**config.mk**
```make
export PLATFORM = sky130hd
export DESIGN_NAME = cpu_busmux
export DESIGN_NICKNAME = d
export VERILOG_FILES = /design/src/rtl/busmux_pkg.sv /design/src/rtl/busmux_decode.sv /design/src/rtl/cpu_busmux.sv
export SDC_FILE = /design/constraint.sdc
export NUM_CORES = 1
export LEC_CHECK = 0
export ABC_CLOCK_PERIOD_IN_PS = 3200
export BUFFER_PORTS_ARGS = -buffer_cell sky130_fd_sc_hd__buf_2
export CAP_MARGIN = 20
export CELL_PAD_IN_SITES_DETAIL_PLACEMENT = 0
export CELL_PAD_IN_SITES_GLOBAL_PLACEMENT = 1
export CORE_ASPECT_RATIO = 0.8
export CORE_UTILIZATION = 19
export DETAILED_ROUTE_END_ITERATION = 6
export PLACE_DENSITY = 0.77
export SYNTH_ARGS = -nofsm -noshare
export SYNTH_HDL_FRONTEND = slang
export SYNTH_SLANG_ARGS = --single-unit
export TNS_END_PERCENT = 10
```
**constraint.sdc**
```tcl
create_clock -name clk -period 3.2 [get_ports clk]
set_clock_uncertainty 0.15 [all_clocks]
set_input_delay 0.96 -clock clk [delete_from_list [all_inputs] [get_ports clk]]
set_output_delay 0.96 -clock clk [all_outputs]
set_load 0.05 [all_outputs]
```
**src/rtl/busmux_pkg.sv**
```systemverilog
// Shared address map, read-select encoding and FSM state type for the CPU bus multiplexer.
package busmux_pkg;

  localparam logic       RAM_A15          = 1'b0;
  localparam logic [2:0] ROM_TOP3         = 3'b111;
  localparam logic [7:0] DEV_PAGE_DEFAULT = 8'hD0;
  localparam int         MAX_DEV          = 8;

  typedef enum logic [2:0] {
    SEL_NONE,
    SEL_RAM,
    SEL_ROM,
    SEL_DEV,
    SEL_ERR
  } sel_kind_t;

  typedef struct packed {
    sel_kind_t  kind;
    logic [2:0] slot;
  } sel_t;

  localparam sel_t SEL_RESET = '{kind: SEL_NONE, slot: 3'd0};

  typedef enum logic [1:0] {
    ST_IDLE,
    ST_WAIT,
    ST_ERR
  } state_t;

  function automatic logic [2:0] onehot_to_idx(input logic [MAX_DEV-1:0] oh);
    logic [2:0] idx;
    idx = 3'd0;
    for (int i = 0; i < MAX_DEV; i++)
      if (oh[i]) idx = 3'(i);
    return idx;
  endfunction

endpackage

```
**src/rtl/busmux_decode.sv**
```systemverilog
// Combinational address decode: RAM, ROM, one-hot device slot, or unmapped.
module busmux_decode
  import busmux_pkg::*;
#(
  parameter int         NUM_DEV  = 8,
  parameter logic [7:0] DEV_PAGE = DEV_PAGE_DEFAULT
) (
  input  logic [15:0]        addr,
  output logic               is_ram,
  output logic               is_rom,
  output logic               is_unmapped,
  output logic [NUM_DEV-1:0] slot_hit
);

  // NOTE: every output gets a default at the top of the block so no path leaves one unassigned (no latch).
  always_comb begin
    is_ram   = (addr[15] == RAM_A15);
    is_rom   = (addr[15:13] == ROM_TOP3);
    slot_hit = '0;
    for (int i = 0; i < NUM_DEV; i++)
      slot_hit[i] = !is_ram && !is_rom && (addr[15:8] == DEV_PAGE + 8'(i));
    is_unmapped = !is_ram && !is_rom && !(|slot_hit);
  end

endmodule

```
**src/rtl/cpu_busmux.sv**
```systemverilog
// CPU bus multiplexer: decodes the next-cycle address, stalls on slow devices, muxes read data.
// Optional wait timeout with sticky bus error is enabled by defining BUSMUX_TIMEOUT_EN.
module cpu_busmux
  import busmux_pkg::*;
#(
  parameter int         NUM_DEV     = 8,
  parameter logic [7:0] DEV_PAGE    = DEV_PAGE_DEFAULT,
  parameter int         TIMEOUT_CYC = 255
) (
  input  logic                 clk,
  input  logic                 reset,
  input  logic [15:0]          cpu_next_addr,
  input  logic                 cpu_next_rd,
  input  logic                 cpu_next_we,
  output logic [7:0]           cpu_di,
  output logic                 cpu_enable,
  output logic                 ram_we,
  input  logic [7:0]           ram_data,
  input  logic [7:0]           rom_data,
  input  logic [8*NUM_DEV-1:0] dev_data,
  input  logic [NUM_DEV-1:0]   dev_ack,
  output logic [NUM_DEV-1:0]   dev_stb,
  output logic [NUM_DEV-1:0]   dev_wr,
  output logic [NUM_DEV-1:0]   dev_rd,
  input  logic                 err_clr,
  output logic                 bus_err,
  output logic [15:0]          err_addr
);

  logic               is_ram, is_rom, is_unmapped;
  logic [NUM_DEV-1:0] slot_hit;
  logic [MAX_DEV-1:0] slot_hit_pad;
  logic [2:0]         slot_idx;
  logic               access, dev_access, dev_acked;
  state_t             state_q, state_d;
  sel_t               sel_q, sel_d;

  busmux_decode #(.NUM_DEV(NUM_DEV), .DEV_PAGE(DEV_PAGE)) u_decode (
    .addr        (cpu_next_addr),
    .is_ram      (is_ram),
    .is_rom      (is_rom),
    .is_unmapped (is_unmapped),
    .slot_hit    (slot_hit)
  );

  assign access     = cpu_next_rd | cpu_next_we;
  assign dev_access = access & (|slot_hit);
  assign dev_acked  = |(slot_hit & dev_ack);

  always_comb begin
    slot_hit_pad                = '0;
    slot_hit_pad[NUM_DEV-1:0]   = slot_hit;
    slot_idx                    = onehot_to_idx(slot_hit_pad);
  end

  // NOTE: state registers use non-blocking assignments so all flops sample pre-edge values.
  always_ff @(posedge clk or posedge reset) begin
    if (reset) state_q <= ST_IDLE;
    else       state_q <= state_d;
  end

`ifdef BUSMUX_TIMEOUT_EN
  logic [15:0] wait_cnt;
  logic        timeout;
  logic        err_set;

  assign timeout = (state_q == ST_WAIT) && (wait_cnt == 16'(TIMEOUT_CYC - 1));

  // Counter is zero whenever not waiting, so it is already clear on entry to WAIT.
  always_ff @(posedge clk or posedge reset) begin
    if (reset)                   wait_cnt <= '0;
    else if (state_q != ST_WAIT) wait_cnt <= '0;
    else                         wait_cnt <= wait_cnt + 16'd1;
  end

  assign err_set = (state_q == ST_WAIT) && (state_d == ST_ERR);

  // A new timeout beats a simultaneous clear; the address of the first one is kept.
  always_ff @(posedge clk or posedge reset) begin
    if (reset) begin
      bus_err  <= 1'b0;
      err_addr <= 16'h0000;
    end else if (err_set) begin
      bus_err <= 1'b1;
      if (!bus_err) err_addr <= cpu_next_addr;
    end else if (err_clr) begin
      bus_err <= 1'b0;
    end
  end
`else
  logic     unused_err_clr;
  localparam int unused_timeout_cyc = TIMEOUT_CYC;
  assign unused_err_clr = err_clr;
  assign bus_err        = 1'b0;
  assign err_addr       = 16'h0000;
`endif

  always_comb begin
    state_d = state_q;
    case (state_q)
      ST_IDLE: if (dev_access && !dev_acked) state_d = ST_WAIT;
      ST_WAIT: begin
        // Ack is tested first so a same-cycle ack beats the timeout.
        if (!dev_access || dev_acked) state_d = ST_IDLE;
`ifdef BUSMUX_TIMEOUT_EN
        else if (timeout)             state_d = ST_ERR;
`endif
      end
      ST_ERR:  state_d = ST_IDLE;
      default: state_d = ST_IDLE;
    endcase
  end

  always_comb begin
    ram_we     = 1'b0;
    dev_stb    = '0;
    dev_wr     = '0;
    dev_rd     = '0;
    cpu_enable = 1'b1;
    if (!reset) begin
      ram_we = is_ram & cpu_next_we;
      if (state_q != ST_ERR && access) begin
        dev_stb = slot_hit;
        dev_wr  = cpu_next_we ? slot_hit : '0;
        dev_rd  = (cpu_next_rd && !cpu_next_we) ? slot_hit : '0;
        if (dev_access) cpu_enable = dev_acked;
      end
    end
  end

  always_comb begin
    sel_d = SEL_RESET;
    if (state_q == ST_ERR) begin
      sel_d.kind = SEL_ERR;
    end else if (access) begin
      if (is_ram)             sel_d.kind = cpu_next_we ? SEL_NONE : SEL_RAM;
      else if (is_rom)        sel_d.kind = SEL_ROM;
      else if (!is_unmapped) begin
        sel_d.kind = SEL_DEV;
        sel_d.slot = slot_idx;
      end
    end
  end

  // The select names the access that completed, so it only moves when the CPU advances.
  always_ff @(posedge clk or posedge reset) begin
    if (reset)           sel_q <= SEL_RESET;
    else if (cpu_enable) sel_q <= sel_d;
  end

  always_comb begin
    cpu_di = 8'h00;
    if (!reset) begin
      case (sel_q.kind)
        SEL_RAM: cpu_di = ram_data;
        SEL_ROM: cpu_di = rom_data;
        SEL_DEV: begin
          for (int i = 0; i < NUM_DEV; i++)
            if (sel_q.slot == 3'(i)) cpu_di = dev_data[8*i +: 8];
        end
        SEL_ERR: cpu_di = 8'hFF;
        default: cpu_di = 8'h00;
      endcase
    end
  end

endmodule
```
==> reports/results.txt, run 1 <==
Worst Setup Path Type: input port to primary output
Cell Area, Synth: 1450 sq um
ANT cells: 0
Fillers: 759
grt met1 use: 19.5%
Clock Sinks: 5
Die Span Y: 80.0 um
multi-input logic area: 1510 sq um
routed length per placed instance: 13.3 um
min-delay src: sel_q[0]
switching fraction of total power: 42.0%
P&R area growth vs syn: 103%
routed vias: 2041
Std-Cell Rows: 28
GR Overflow Total: 0
Vias/cell: 4.48
die width: 99.6 um
Worst-Skew Late Latency: 0.22 ns
first-pass GRT wire length: 9270 um
YS warnings: 0
busiest metal layer after global routing: met2
Worst Path Required: 2.09 ns
vias in the first global route: 1950
clock buffer depth: 2
EDFF count, synth: 0
WL final: 6080 um
total power: 0.441 mW
Final Max Slew Viols: 0
clock-pin slew on the worst setup and hold paths: 0.04 ns
GR Util All Layers: 14.3%
FF+latch count, synth: 5
Final WS setup: -0.0868 ns
Layout Nets: 461
largest net degree at the start of global routing: 30
failing checks: setup timing
routability cong.: 0.811
Seq/Total Area, Yosys: 8.65%
DRC viols: 0
detailed placement HPWL: 4840 um
dominant synthesized flop cell: dfrtp_1
CTS buffer count: 3
Tcrit/Tclk final: 103%
Crit. End Element: primary output
met3 usage: 1.75%
Synth top area share: 11.1%
status: finished with violations
Power Density: 151 nW/um^2
Biggest register: sel_q
Syn Area/Cell: 7.23 sq um
Worst R2R Setup Slack: 1.89 ns
Psw: 0.185 mW
WHS Endpoint: sel_q[0]
register area: 125 sq um
Initial Util: 19.6%
Period minus WS final: 3.29 ns
startpoint types: input port
hold crit path type: flop to flop
async set or reset register ratio after synthesis: 100%
layout cell share with drive strength beyond 1: 65.8%
R2R Path End: sel_q[2]
hold_ws: 0.475 ns
# setup viols final: 14
Arrival @ worst endpoint: 2.18 ns
synthesized netlist cell count: 200
DRT iter0 DRCs: 45
Worst Reg-to-Reg Cells: 3
core outline area: 7390 sq um
Area contributors post-synth: mux2i_1, mux4_2, buf_4
TritonCTS clock tree: yes
Yosys cell types: 44
worst reg2reg path startpoint: sel_q[2]
clock share of power: 26.9%
Logic pwr share: 57.8%
Seq pwr share: 15.4%
Cells after DPL: 451
Synth top cells by count: nor2_1, nand2_1, o21ai_0
Max IR drop VDD: 80.7 uV
crit-path max FO: 4
grt met2 use: 24.0%
max-cap viol count: 0
non-filler cells, final: 456
Ports: 160
unrepaired setup endpoints after global routing: yes
Hold Crit Depth: 1
biggest area consumer among synthesized cells: mux2i_1
leakage: 1.30 nW
Root Driver: clkbuf_8
count leader, synth: nor2_1
Die ar.: 7970 sq um
initial antenna violation count: 0
Largest register FFs: 5
Initial DRT Pass Iterations: 4
top flop regs: sel_q x5
internal power: 0.256 mW
I/O Buffers: 133
H-tree Lvls: 1
fmax: 304 MHz
Detail Route Antenna Nets: 0
endpoints failing hold: 0
==> cells by family after synthesis <==
kind of cell           after synthesis  share of synthesized area [%]
flip-flops                           5                           8.65
AND/OR/NAND/NOR                     88                           31.1
other                                1                          0.259
AO/OA/AOI/OAI                       46                           21.6
multiplexers                        25                           24.0
buffers and inverters               35                           14.4
==> metrics by stage <==
stage	util [%]	instance area, sq um	worst slack, ns	TNS [ns]
final	39.6	2930	-0.0868	-0.551
after global routing	39.6	2930	-0.136	-1.95
after CTS	37.8	2790	-0.106	-0.810
after detailed placement	34.0	2510	-0.328	-5.17
after global placement	34.0	2510	-0.296	-4.65
after floorplan	-	1700	-0.274	-4.68
==> final cells by class <==
cell class | instances | share of cell area, %
clock buffer | 4 | 1.54
tap | 105 | 4.49
sequential | 5 | 4.27
inverter | 6 | 1.03
timing repair buffer | 160 | 37.1
multi-input combinational | 176 | 51.6
==> worst max-delay path, stage by stage <==
cell and delay [ns]:
buf_6 0.09, nand2b_4 0.13, or3_4 0.42, nor2_4 0.17
nand3_4 0.11, nor2_2 0.12, buf_6 0.17
==> worst max path at each step <==
| stage | to | cells after the start | from |
|---|---|---|---|
| CTS | dev_stb[3] | 6 | cpu_next_addr[11] |
| detailed placement | cpu_enable | 6 | cpu_next_addr[11] |
| global placement | cpu_enable | 6 | cpu_next_addr[11] |
| finish | dev_rd[6] | 7 | cpu_next_addr[11] |
| global route | dev_wr[5] | 8 | cpu_next_addr[11] |
| floorplan | dev_wr[7] | 4 | cpu_next_addr[11] |
==> cell usage in the layout, fill, tap and decap left out, types with 4 or more instances in the layout <==
master	synthesis	final
a21oi_1	5	4
a22oi_1	6	6
buf_2	4	99
buf_4	17	29
buf_6	1	27
conb_1	1	17
dfrtp_1	5	5
inv_1	6	5
mux2i_1	16	11
mux4_2	7	7
nand2_1	18	16
nand3_1	9	6
nor2_1	32	16
nor2_2	0	14
nor2b_1	5	4
o21ai_0	18	13
o21ai_2	0	4
o32ai_2	0	5
==> layer usage <==
| layer | up-vias | wire, um | part of all wire [%] |
|---|---|---|---|
| li1 | 1003 | - | - |
| met1 | 958 | 2820 | 46 |
| met2 | 72 | 2900 | 48 |
| met3 | 8 | 313 | 5.1 |
| met4 | 0 | 53 | 0.87 |
| met5 | - | 0 | 0 |
==> power groups by stage <==
stage	sequential, mW	clock [mW]	combinational, mW
finish	0.0677	0.119	0.255
floorplan	0.0673	0	0.152
global placement	0.0681	0	0.227
CTS	0.0676	0.119	0.242
detailed placement	0.0683	0	0.230
global route	0.0680	0.122	0.272
==> what timing repair did <==
item / 4_1_cts / 5_1_grt
hold buffers: 0 / 0
endpoints found under the setup margin: 30 / 32
buffers inserted: 0 / 1
resized for setup: 66 / 32
pin swaps: 12 / 10
(Power assumes the default switching activity.)
==> inputs of run 2 (changes only) <==
--- a/config.mk
+++ b/config.mk
@@ -13,7 +13,7 @@
 export CORE_ASPECT_RATIO = 0.8
 export CORE_UTILIZATION = 19
 export DETAILED_ROUTE_END_ITERATION = 6
-export PLACE_DENSITY = 0.77
+export PLACE_DENSITY = 0.76
 export SYNTH_ARGS = -nofsm -noshare
 export SYNTH_HDL_FRONTEND = slang
 export SYNTH_SLANG_ARGS = --single-unit
==> reports/results.txt, run 2 (synthesis gave the netlist of run 1 again) <==
status: finished with violations
failing checks: setup timing
Cells after DPL: 452
met3 usage: 3.42%
routed vias: 1998
endpoints failing hold: 0
Seq pwr share: 15.7%
Worst Path Required: 2.09 ns
most common cell after layout, fill and taps aside: buf_2
crit-path leading delay family: simple AND/OR/NAND/NOR gates
clock-pin slew on the worst setup and hold paths: 0.04 ns
fmax: 304 MHz
WL final: 5850 um
startpoint types: input port
layout cell share with drive strength beyond 1: 63.8%
delay of the slowest critical-path stage: 0.42 ns
hold-fix buffer count after cts: 0
ANT cells: 0
Worst R2R Setup Slack: 1.97 ns
non-filler cells, final: 456
Place WS: -0.301 ns
busiest metal layer after global routing: met2
total power: 0.431 mW
initial antenna violation count: 0
Clock Sinks: 5
GR Util All Layers: 14.4%
Worst-Skew Late Latency: 0.22 ns
H-tree Lvls: 1
CTS buffer count: 3
Root Driver: clkbuf_8
clock buffer depth: 2
detailed placement HPWL: 4810 um
Ports: 160
Final Max Slew Viols: 0
Critical Path, Cell by Cell: buf_6 -> nand2b_4 -> or3_4 -> nor2_4 -> nand3_4 -> nor2_2 -> buf_6
crit-path max FO: 4
routability cong.: 0.796
Initial Util: 19.6%
Vias/cell: 4.38
Logic pwr share: 56.6%
top flop regs: sel_q x5
Std-Cell Rows: 28
routed length per placed instance: 12.8 um
Power Density: 151 nW/um^2
Bufs and invs on worst path: 2
unrepaired setup endpoints after global routing: yes
final core utilization: 38.5%
leakage: 1.28 nW
switching fraction of total power: 41.7%
Arrival @ worst endpoint: 2.18 ns
Period minus WS final: 3.29 ns
Layout Nets: 461
core outline area: 7390 sq um
P&R area growth vs syn: 96.9%
DRC viols: 0
TritonCTS clock tree: yes
placed cell area: 2520 sq um
hold_ws: 0.427 ns
Detail Route Antenna Nets: 0
DRT iter0 DRCs: 50
Tcrit/Tclk final: 103%
Die ar.: 7970 sq um
grt met2 use: 25.1%
first-pass GRT wire length: 9160 um
TNS Setup: -0.720 ns
vias in the first global route: 1967
Crit. End Element: primary output
Initial DRT Pass Iterations: 4
Die Span Y: 80.0 um
register area: 125 sq um
largest net degree at the start of global routing: 30
Final WS setup: -0.0886 ns
clock share of power: 27.6%
die width: 99.6 um
most frequent cell on the critical path: buf_6
most frequent cells in the layout: buf_2, buf_4, buf_6
# setup viols final: 17
max-cap viol count: 0
internal power: 0.251 mW
grt met1 use: 18.1%
hold crit path type: flop to flop
Biggest register: sel_q
Worst Setup Path Type: input port to primary output
Setup Fix Bufs, Post-CTS: 0
I/O Buffers: 133
GR Overflow Total: 0
multi-input logic area: 1440 sq um
Largest register FFs: 5
cell area after layout: 2850 sq um
crit path max-delay cell type: or3_4
Max IR drop VDD: 89.6 uV
Psw: 0.179 mW
Fillers: 793
run 2: final timing paths:
path | startpoint | end | cells after the start
max | cpu_next_addr[11] | dev_wr[6] | 7
max reg2reg | sel_q[2] | sel_q[2] | 3
min in group asynchronous | reset | sel_q[3] | 4
max in group asynchronous | reset | sel_q[2] | 4
min | sel_q[0] | sel_q[0] | 1
min reg2reg | sel_q[0] | sel_q[0] | 1
run 2: area by class of cell:
cell class / instances / share of cell area, %
inverters: 6 / 1.05
multi-input cells: 176 / 50.6
repair buffers: 160 / 37.8
clock buffers: 4 / 1.58
flip-flops and latches: 5 / 4.39
well taps: 105 / 4.61
run 2: routing by layer:
metal  up-vias  share of wire, %
met5         -                 0
met2        75                48
li1       1003                 -
met1       918                43
met3         2               7.7
met4         0              0.36
run 2: timing repair:
action / in CTS / in global routing
endpoints found under the hold margin: 0 / 0
pin swaps: 13 / 3
endpoints found under the setup margin: 28 / 33
resized for setup: 68 / 10
run 2: power groups by stage:
stage,Clock (mW),Combinational [mW],Sequential (mW)
after floorplan,0,0.152,0.0673
after global placement,0,0.227,0.0683
after detailed placement,0,0.230,0.0685
after CTS,0.120,0.241,0.0678
after global routing,0.127,0.262,0.0679
final,0.119,0.244,0.0676
==> inputs of run 3 (changes only) <==
--- a/config.mk
+++ b/config.mk
@@ -5,15 +5,16 @@
 export SDC_FILE = /design/constraint.sdc
 export NUM_CORES = 1
 export LEC_CHECK = 0
-export ABC_CLOCK_PERIOD_IN_PS = 3200
+export ABC_CLOCK_PERIOD_IN_PS = 3850
 export BUFFER_PORTS_ARGS = -buffer_cell sky130_fd_sc_hd__buf_2
 export CAP_MARGIN = 20
 export CELL_PAD_IN_SITES_DETAIL_PLACEMENT = 0
 export CELL_PAD_IN_SITES_GLOBAL_PLACEMENT = 1
 export CORE_ASPECT_RATIO = 0.8
-export CORE_UTILIZATION = 19
+export CORE_UTILIZATION = 23
 export DETAILED_ROUTE_END_ITERATION = 6
-export PLACE_DENSITY = 0.76
+export GPL_TIMING_DRIVEN = 0
+export PLACE_DENSITY = 0.86
 export SYNTH_ARGS = -nofsm -noshare
 export SYNTH_HDL_FRONTEND = slang
 export SYNTH_SLANG_ARGS = --single-unit
==> constraint.sdc (replaced) <==
create_clock -name clk -period 3.85 [get_ports clk]
set_clock_uncertainty 0.15 [all_clocks]
set_input_delay 1.155 -clock clk [delete_from_list [all_inputs] [get_ports clk]]
set_output_delay 1.155 -clock clk [all_outputs]
set_load 0.05 [all_outputs]
==> reports/results.txt, run 3 (synthesis gave the netlist of run 1 again) <==
vias in the first global route: 1816
top flop regs: sel_q x5
Arrival @ worst endpoint: 2.49 ns
Initial DRT Pass Iterations: 5
worst-margin pin slew: 0.582 ns
Ports: 160
Crit. End Element: primary output
most frequent cells in the layout: buf_2, nor2_1, buf_4
routed length per placed instance: 12.8 um
Place WS: -0.322 ns
largest net degree at the start of global routing: 11
fmax: 263 MHz
Max-slew headroom: 61.2%
Period minus WS final: 3.80 ns
Final WS setup: 0.0519 ns
P&R area growth vs syn: 67.0%
detailed placement HPWL: 4660 um
routability cong.: 0.742
initial antenna violation count: 0
unrepaired setup endpoints after global routing: yes
core outline area: 5970 sq um
Psw: 0.133 mW
Max IR drop VDD: 96.1 uV
Initial Util: 24.2%
crit path from: cpu_next_addr[11]
I/O Buffers: 132
DRT iter0 DRCs: 77
GR Util All Layers: 15.6%
Detail Route Antenna Nets: 0
H-tree Lvls: 1
switching fraction of total power: 39.7%
cell area after layout: 2410 sq um
internal power: 0.202 mW
DRC viols: 0
Logic pwr share: 55.0%
min-delay src: sel_q[4]
first-pass GRT wire length: 8400 um
clock share of power: 28.4%
max-cap viol count: 0
status: complete, no violations
Worst-Skew Late Latency: 0.22 ns
Worst Path Required: 2.54 ns
Vias/cell: 4.59
Die Span Y: 72.9 um
die width: 90.7 um
routed vias: 1990
Seq pwr share: 16.7%
Biggest register: sel_q
GR Overflow Total: 0
crit-path max FO: 7
Clock Sinks: 5
Tcrit/Tclk final: 98.7%
Largest register FFs: 5
# setup viols final: 0
TNS Setup: 0 ns
most common cell after layout, fill and taps aside: buf_2
Die ar.: 6610 sq um
Final Max Slew Viols: 0
Layout Nets: 463
hold crit path type: flop to flop
WL final: 5540 um
placed cell area: 2290 sq um
clock buffer depth: 2
Std-Cell Rows: 25
layout cell share with drive strength beyond 1: 53.0%
leakage: 1.20 nW
Worst Setup Path Type: input port to primary output
worst reg2reg path startpoint: sel_q[0]
endpoints failing hold: 0
ANT cells: 0
Power Density: 139 nW/um^2
Root Driver: clkbuf_8
final core utilization: 40.4%
startpoint types: input port
CTS buffer count: 3
clock-pin slew on the worst setup and hold paths: 0.03 ns
TritonCTS clock tree: yes
## run 3: power groups by stage
stage	registers [mW]	logic, mW	clock network, mW
2_1_floorplan	0.0559	0.113	0
3_3_place_gp	0.0564	0.177	0
3_5_place_dp	0.0564	0.179	0
4_1_cts	0.0558	0.181	0.0979
5_1_grt	0.0561	0.199	0.0994
6_report	0.0559	0.184	0.0949
## run 3: worst paths after layout
path	end	slack (ns)	cells after the start
worst min register to register	sel_q[4]	0.51	1
worst min-delay path	sel_q[4]	0.51	1
worst max-delay path	dev_wr[6]	0.05	8
min in group asynchronous	sel_q[4]	0.87	2
worst max register to register	sel_q[0]	2.33	4
max in group asynchronous	sel_q[2]	2.51	2
## run 3: area by class of cell
| type | count | area, sq um |
|---|---|---|
| inverters | 6 | 22.5 |
| plain buffers | 29 | 191 |
| repair buffers | 133 | 707 |
| flip-flops and latches | 5 | 125 |
| clock buffers | 4 | 45.0 |
| fillers | 629 | 3560 |
| multi-input cells | 176 | 1220 |
| well taps | 81 | 101 |
## run 3: routing by layer
layer	GRT usage [%]	share of wire, %	vias up
li1	-	-	1004
met5	0	0	-
met3	3.65	5.1	4
met2	26.3	51	66
met1	21.1	44	916
met4	1.79	0.42	0
## run 3: timing repair
action,4_1_cts,5_1_grt
resized for setup,10,16
setup buffers,1,0
hold buffers,0,0
endpoints found under the setup margin,14,17
pin swaps,2,3
## run 3: stage by stage
| stage | total power, mW | hold slack, ns | instances |
|---|---|---|---|
| finish | 0.335 | 0.515 | 434 |
| global route | 0.355 | 0.551 | 434 |
| CTS | 0.334 | 0.516 | 434 |
| detailed placement | 0.235 | 0.500 | 429 |
| global placement | 0.233 | 0.503 | 429 |
| floorplan | 0.169 | 0.443 | 216 |
## run 3: critical path: stages
cell and delay, ns:
buf_2 0.10, nand2b_4 0.14, or3_1 0.36, buf_6 0.15, nor2_2 0.10, nand3_1 0.13
nor2_1 0.17, buf_6 0.18
